===== src/rtl/mem_stage_lsu_if.sv =====
// Data-memory bus between the MEM-stage load/store unit and the data memory.
// The LSU is the master; the memory (or a bench model of it) is the slave.
interface mem_stage_lsu_if #(
  parameter int n = 32
);
  logic         mem_req;
  logic         mem_we;
  logic [n-1:0] mem_addr;
  logic [n-1:0] mem_wdata;
  logic [3:0]   mem_be;
  logic         mem_ready;
  logic [n-1:0] mem_rdata;

  modport master (
    output mem_req, mem_we, mem_addr, mem_wdata, mem_be,
    input  mem_ready, mem_rdata
  );

  modport slave (
    input  mem_req, mem_we, mem_addr, mem_wdata, mem_be,
    output mem_ready, mem_rdata
  );
endinterface


===== src/rtl/mem_stage_lsu.sv =====
// MEM-stage load/store unit for the MIPS 32-bit pipeline.
// Turns byte/half/word loads and stores into aligned big-endian 32-bit
// requests, holds the pipeline while a request is outstanding, and reports
// misaligned accesses and bus timeouts as one-cycle pulses.
module mem_stage_lsu #(
  parameter int n       = 32,
  parameter int TIMEOUT = 16
) (
  input  logic           clk,
  input  logic           reset,
  input  logic           op_valid,
  input  logic           op_read,
  input  logic           op_write,
  input  logic [1:0]     op_size,
  input  logic           op_unsigned,
  input  logic [n-1:0]   op_addr,
  input  logic [n-1:0]   op_wdata,
  output logic           stall,
  output logic [n-1:0]   load_data,
  output logic           load_valid,
  output logic           misalign,
  output logic           bus_err,
  mem_stage_lsu_if.master mem
);

  localparam logic [1:0] IDLE = 2'd0;
  localparam logic [1:0] REQ  = 2'd1;
  localparam logic [1:0] DONE = 2'd2;

  localparam int CW = ($clog2(TIMEOUT) > 0) ? $clog2(TIMEOUT) : 1;
  localparam logic [CW-1:0] CNT_LAST = CW'(TIMEOUT - 1);

  logic [1:0]    state;
  logic [CW-1:0] cnt;
  logic [1:0]    lat_size;
  logic          lat_unsigned;
  logic [1:0]    lat_off;

  logic          access;
  logic          misaligned_op;
  logic [n-1:0]  fmt_wdata;
  logic [3:0]    fmt_be;
  logic [n-1:0]  ext_data;
  logic [7:0]    sel_byte;
  logic [15:0]   sel_half;

  assign access = op_valid & (op_read | op_write);

  // Pipeline is held while an access is being launched and while it is in flight; never during reset.
  assign stall = ~reset & (((state == IDLE) & access) | (state == REQ));

  // Alignment rule: bytes always fit, halves need an even address, words need a multiple of four.
  always_comb begin
    misaligned_op = 1'b0;
    case (op_size)
      2'b00:   misaligned_op = 1'b0;
      2'b01:   misaligned_op = op_addr[0];
      default: misaligned_op = |op_addr[1:0];
    endcase
  end

  // Big-endian store lane formatting: replicate the data and enable only the addressed lanes.
  always_comb begin
    fmt_wdata = '0;
    fmt_be    = 4'b1111;
    if (op_write) begin
      case (op_size)
        2'b00: begin
          fmt_wdata = {4{op_wdata[7:0]}};
          fmt_be    = 4'b1000 >> op_addr[1:0];
        end
        2'b01: begin
          fmt_wdata = {2{op_wdata[15:0]}};
          fmt_be    = op_addr[1] ? 4'b0011 : 4'b1100;
        end
        default: begin
          fmt_wdata = op_wdata;
          fmt_be    = 4'b1111;
        end
      endcase
    end
  end

  // Pick the addressed byte/half out of the returned word and sign- or zero-extend it.
  always_comb begin
    sel_byte = 8'h00;
    sel_half = 16'h0000;
    ext_data = mem.mem_rdata;
    case (lat_off)
      2'd0:    sel_byte = mem.mem_rdata[31:24];
      2'd1:    sel_byte = mem.mem_rdata[23:16];
      2'd2:    sel_byte = mem.mem_rdata[15:8];
      default: sel_byte = mem.mem_rdata[7:0];
    endcase
    sel_half = lat_off[1] ? mem.mem_rdata[15:0] : mem.mem_rdata[31:16];
    case (lat_size)
      2'b00:   ext_data = {{(n-8){~lat_unsigned & sel_byte[7]}}, sel_byte};
      2'b01:   ext_data = {{(n-16){~lat_unsigned & sel_half[15]}}, sel_half};
      default: ext_data = mem.mem_rdata;
    endcase
  end

  // Access sequencer: launch from IDLE, wait for ready or timeout in REQ, report in DONE.
  always_ff @(posedge clk or posedge reset) begin
    if (reset) begin
      state         <= IDLE;
      cnt           <= '0;
      lat_size      <= 2'b00;
      lat_unsigned  <= 1'b0;
      lat_off       <= 2'b00;
      load_data     <= '0;
      load_valid    <= 1'b0;
      misalign      <= 1'b0;
      bus_err       <= 1'b0;
      mem.mem_req   <= 1'b0;
      mem.mem_we    <= 1'b0;
      mem.mem_addr  <= '0;
      mem.mem_wdata <= '0;
      mem.mem_be    <= 4'b0000;
    end else begin
      load_valid <= 1'b0;
      misalign   <= 1'b0;
      bus_err    <= 1'b0;
      case (state)
        IDLE: begin
          if (access) begin
            if (misaligned_op) begin
              state    <= DONE;
              misalign <= 1'b1;
            end else begin
              state         <= REQ;
              cnt           <= '0;
              lat_size      <= op_size;
              lat_unsigned  <= op_unsigned;
              lat_off       <= op_addr[1:0];
              mem.mem_req   <= 1'b1;
              mem.mem_we    <= op_write;
              mem.mem_addr  <= {op_addr[n-1:2], 2'b00};
              mem.mem_wdata <= fmt_wdata;
              mem.mem_be    <= fmt_be;
            end
          end
        end
        REQ: begin
          if (mem.mem_ready) begin
            state       <= DONE;
            mem.mem_req <= 1'b0;
            if (!mem.mem_we) begin
              load_data  <= ext_data;
              load_valid <= 1'b1;
            end
          end else if (cnt == CNT_LAST) begin
            state       <= DONE;
            mem.mem_req <= 1'b0;
            bus_err     <= 1'b1;
            if (!mem.mem_we) begin
              load_data  <= '0;
              load_valid <= 1'b1;
            end
          end else begin
            cnt <= cnt + 1'b1;
          end
        end
        DONE: begin
          state <= IDLE;
        end
        default: begin
          state <= IDLE;
        end
      endcase
    end
  end

endmodule


===== src/flat_wrapper.sv =====
// flat-port wrapper written by rule: the top's interface ports become plain ports
module mem_stage_lsu_flat 
#(
  parameter int n       = 32,
  parameter int TIMEOUT = 16
)
  (clk, reset, op_valid, op_read, op_write, op_size, op_unsigned, op_addr, op_wdata, stall, load_data, load_valid, misalign, bus_err, mem_mem_req, mem_mem_we, mem_mem_addr, mem_mem_wdata, mem_mem_be, mem_mem_ready, mem_mem_rdata);
  mem_stage_lsu_if #(.n(n)) mem_i ();
  input  logic clk;
  input  logic reset;
  input  logic op_valid;
  input  logic op_read;
  input  logic op_write;
  input  logic [1:0] op_size;
  input  logic op_unsigned;
  input  logic [n-1:0] op_addr;
  input  logic [n-1:0] op_wdata;
  output logic stall;
  output logic [n-1:0] load_data;
  output logic load_valid;
  output logic misalign;
  output logic bus_err;
  output wire logic [$bits(mem_i.mem_req)-1:0] mem_mem_req;
  output wire logic [$bits(mem_i.mem_we)-1:0] mem_mem_we;
  output wire logic [$bits(mem_i.mem_addr)-1:0] mem_mem_addr;
  output wire logic [$bits(mem_i.mem_wdata)-1:0] mem_mem_wdata;
  output wire logic [$bits(mem_i.mem_be)-1:0] mem_mem_be;
  input wire logic [$bits(mem_i.mem_ready)-1:0] mem_mem_ready;
  input wire logic [$bits(mem_i.mem_rdata)-1:0] mem_mem_rdata;
  assign mem_mem_req = mem_i.mem_req;
  assign mem_mem_we = mem_i.mem_we;
  assign mem_mem_addr = mem_i.mem_addr;
  assign mem_mem_wdata = mem_i.mem_wdata;
  assign mem_mem_be = mem_i.mem_be;
  assign mem_i.mem_ready = mem_mem_ready;
  assign mem_i.mem_rdata = mem_mem_rdata;
  mem_stage_lsu #(.n(n), .TIMEOUT(TIMEOUT)) u_core (.clk(clk), .reset(reset), .op_valid(op_valid), .op_read(op_read), .op_write(op_write), .op_size(op_size), .op_unsigned(op_unsigned), .op_addr(op_addr), .op_wdata(op_wdata), .stall(stall), .load_data(load_data), .load_valid(load_valid), .misalign(misalign), .bus_err(bus_err), .mem(mem_i));
endmodule

===== config.mk =====
export PLATFORM = sky130hd
export DESIGN_NAME = mem_stage_lsu_flat
export DESIGN_NICKNAME = d
export VERILOG_FILES = /design/src/rtl/mem_stage_lsu_if.sv /design/src/rtl/mem_stage_lsu.sv /design/src/flat_wrapper.sv
export SDC_FILE = /design/constraint.sdc
export NUM_CORES = 1
export LEC_CHECK = 0
export ABC_AREA = 1
export CAP_MARGIN = 40
export CORE_AREA = 4 4 123 125
export CTS_BUF_LIST = sky130_fd_sc_hd__clkbuf_16
export DETAILED_ROUTE_END_ITERATION = 8
export DIE_AREA = 0 0 127 129
export PLACE_DENSITY = 0.73
export SLEW_MARGIN = 30
export SYNTH_ARGS = -nofsm -noshare
export SYNTH_HDL_FRONTEND = slang
export SYNTH_SLANG_ARGS = --single-unit

===== constraint.sdc =====
create_clock -name clk -period 4.6 [get_ports clk]
set_input_delay 0.46 -clock clk [delete_from_list [all_inputs] [get_ports clk]]
set_output_delay 0.46 -clock clk [all_outputs]
set_load 0.01 [all_outputs]

==> flow_results.org <==
** Run status
- The flow ran to the end, and the final reports show no timing, DRC or antenna violations.

** Worst setup path
- For flop-to-flop paths, the worst setup slack is 2.38 ns.
- STA classifies the critical path startpoint as a primary input.
- Worst R2R Start :: u_core.lat_size[1]$_DFFE_PP0P_
- Required time of the worst setup path :: 4.90 ns
- STA puts the critical path data arrival time at 3.31 ns.
- R2R cell count :: 9
- Of all nets on the critical path, the largest fanout is 38.
- In this run the critical register-to-register path is captured at u_core.load_data[21]$_DFFE_PP0P_.
- The critical path in this run is classified as primary input to flip-flop.
- STA classifies the critical path endpoint as a flip-flop.

** Drt
- Once detail routing completed, the nets flagged for antenna violations numbered 0.
- Dividing the detail-routed wire length by the instance count gives 15.4 um.
- Total number of vias :: 5114
- Dividing the detail-routed via count by the number of cells gives 4.78.
- In the routed design, unresolved DRC markers number 0.
- Final routed wirelength across all metal layers :: 16400 um
- First-pass iteration count of the detailed router :: 5
- Drt initial violations :: 341

** Timing
- In the final timing run, aggregate negative setup slack is 0 ns.
- Setup violations remaining at the end of the flow were counted as 0.
- Headroom to the max-slew limit came out at 0.473.
- Derived from the worst setup path, the maximum achievable clock frequency is 332 MHz.
- Final Slew Violations :: 0
- Clock tree skew after final layout :: 0.00457 ns
- Setup repair after global routing missed its margin :: false
- For the finished layout, the period the worst path requires is 3.01 ns.
- Total count of hold-check failures in the final report :: 0
- For the pin with the worst max-slew slack, the measured transition is 0.790 ns.
- Portion of the clock cycle consumed by the worst path in the final layout :: 0.655

** Clock network
- The tree is rooted in a clkbuf_16.
- For this design, the sink count on the clock tree is 114.
- The longest clock path from root to sink contains 2 buffers.
- Buffers inserted to repair hold after CTS numbered 0.
- Number of resized instances in the post-cts repair step :: 0
- Skew-Pair Late Insertion Delay :: 0.41 ns
- TritonCTS built the clock tree.
- Count of H-tree levels built during CTS :: 4
- Number of CTS-inserted buffers :: 17
- Count of buffers added by post-CTS timing repair for setup :: 0
- After clock tree synthesis, the clock-pin slew on the worst setup and hold paths is 0.05 ns.

** Min path
- Along the worst hold path, the cell count comes to 2.
- For hold timing, the worst endpoint is u_core.mem.mem_req$_DFFE_PP0P_.
- The min-delay analysis places its worst path in the category flip-flop to flip-flop.
- Hold path startpoint :: u_core.mem.mem_req$_DFFE_PP0P_

** Synthesis
- Library cells used by synthesis :: 29
- Netlist area before placement :: 0.00554 mm2
- Post-synthesis async set-or-reset flop share :: 1.00
- Synth cell count leaders :: nand2_1 (275), dfrtp_1 (114), nor2_1 (47)
- Post-synth top area share :: 0.515
- Most used DFF post-synth :: dfrtp_1
- Library cell with the highest instance count after synthesis :: nand2_1
- Averaged over all synthesized cells, the footprint is 8.19 um2.
- Sequential area share after synthesis :: 0.515
- In this run, synthesis inferred 0 flip-flops with an integrated enable.
- The Yosys step of the flow raised 0 warnings.
- Synthesis inferred 114 register bits.
- Synthesis produced 676 cells.
- Library cell with the largest summed area after synthesis :: dfrtp_1
- Biggest area contributors in the synthesized netlist :: dfrtp_1 (52%), nand2_1 (19%), o21ai_2 (4.4%)

** Floorplan
- Measured along the x axis, the die boundary spans 127 um.
- The die covers 0.0164 mm2.
- 211 I/O pins were placed.
- From bottom edge to top edge, the die measures 129 um.
- Rows :: 43
- Core Box Area :: 0.0139 mm2
- Initial Util :: 0.399

** Flow run
- Reported max-cap violation count :: 0

** Global route
- Maximum number of pins on one net before global-route repair :: 56
- Gr ovfl total :: 0
- Number of antenna violations at the first check in global routing :: 0
- Global-route usage over all layers :: 0.205
- The via count of the first global-routing pass is 5178.
- The first global-routing pass estimated 26400 um of wire.

** Pwr
- IR analysis of the VDD net gives a maximum drop of 0.000323 V.
- Power density relative to cell area :: 572 mW/mm2
- The analysis attributes to cell leakage a power of 4.03 nW.
- The share of total power dissipated in combinational logic is 0.383.
- Of the total power, the share spent switching nets is 0.338.
- The design draws 0.00472 W.
- Net load switching power :: 0.00159 W
- Portion of total power attributed to the clock network :: 0.274
- Internal power comes to 0.00313 W.
- Sequential cell fraction of total power :: 0.343

** Finish
- 0 antenna diodes ended up in the layout.
- From synthesis to final layout, the design area changed by 49.0%.
- The finished cells cover 0.00825 mm2.
- For this run, the post-layout net count is 983.
- Ratio of cells with drive above 1 in the final layout :: 0.112

** Placement
- Once detailed placement completed, the half-perimeter wirelength came to 11900 um.
- In this run the cell area measured after placement is 0.00767 mm2.
- Input/output buffers :: 208
- Routability congestion estimate :: 0.816
[metal layers]
| metal | global-route usage | routed length (um) |
|---|---|---|
| met1 | 0.262 | 6920 |
| met3 | 0.0764 | 1530 |
| met5 | 0 | 0 |
| met2 | 0.320 | 7640 |
| met4 | 0.0744 | 363 |
[kinds of logic after synthesis]
family | count (synthesis) | share of synthesized area
AO/OA/AOI/OAI | 109 | 0.127
XOR/XNOR | 2 | 0.00316
adder cells (fa/ha/maj) | 1 | 0.00226
buffers and inverters | 78 | 0.0725
flip-flops | 114 | 0.515
multiplexers | 1 | 0.00181
other | 1 | 0.000677
AND/OR/NAND/NOR | 370 | 0.278
[how the worst max path moves through the flow]
stage               startpoint                                    to  slack [ns]  depth (start not counted)
floorplan                reset              u_core.bus_err$_DFF_PP0_        1.12                          1
global placement    op_size[1]      u_core.mem.mem_be[0]$_DFFE_PP0P_        1.27                          9
detailed placement  op_size[1]  u_core.mem.mem_wdata[22]$_DFFE_PP0P_        1.16                          8
CTS                 op_size[1]      u_core.mem.mem_be[2]$_DFFE_PP0P_        1.61                          9
global route        op_size[1]  u_core.mem.mem_wdata[21]$_DFFE_PP0P_        1.35                          8
finish              op_size[1]      u_core.mem.mem_be[2]$_DFFE_PP0P_        1.59                          9
[critical path: stages]
cell	delay (ns)
clkdlybuf4s50_1	0.78
nor2_4	0.48
inv_2	0.10
nand2_4	0.12
nand2_4	0.07
nor2_8	0.52
nand2_4	0.48
nor2_1	0.21
nor2_1	0.06
[layout by cell type, fill, tap and decap left out, types with 10 or more instances in the layout]
cell type / synthesis / routed
a21oi_1: 26 / 26
clkbuf_16: 0 / 17
clkdlybuf4s50_1: 0 / 208
dfrtp_1: 114 / 114
inv_1: 44 / 46
nand2_1: 275 / 275
nand2_2: 22 / 21
nand3_1: 10 / 10
nor2_1: 47 / 47
o211ai_1: 20 / 20
o21ai_0: 34 / 34
o21ai_2: 28 / 28
[sequential cells by signal, indices dropped and copies added (netlist names), 2 cells and up]
name / flops
u_core.lat_off: 2
u_core.cnt: 4
u_core.mem.mem_be: 4
u_core.mem.mem_addr: 30
u_core.lat_size: 2
u_core.state: 2
u_core.mem.mem_wdata: 32
u_core.load_data: 32
[final cells by class]
| cell class | instances | area, um2 |
|---|---|---|
| clock buffers | 17 | 425 |
| clock inverters | 15 | 151 |
| fillers | 1311 | 5630 |
| inverters | 46 | 175 |
| multi-input cells | 485 | 2290 |
| flip-flops and latches | 114 | 2850 |
| well taps | 180 | 225 |
| repair buffers | 213 | 2130 |
[through the flow]
stage	hold WS, ns	utilization	instances	setup slack (ns)
2_1_floorplan	0.459	-	677	1.12
3_3_place_gp	0.457	0.551	1037	1.27
3_5_place_dp	0.461	0.553	1038	1.16
4_1_cts	0.473	0.594	1070	1.61
5_1_grt	0.496	0.594	1070	1.35
6_report	0.470	0.594	1070	1.59
[power groups by stage]
stage / Combinational, W / Clock [W] / Sequential, W
floorplan: 0.000742 / 0 / 0.00173
detailed placement: 0.00183 / 0 / 0.00162
CTS: 0.00184 / 0.00131 / 0.00162
global placement: 0.00180 / 0 / 0.00163
finish: 0.00181 / 0.00129 / 0.00162
global route: 0.00199 / 0.00136 / 0.00167
No activity file was read; power rests on OpenSTA's default activity.
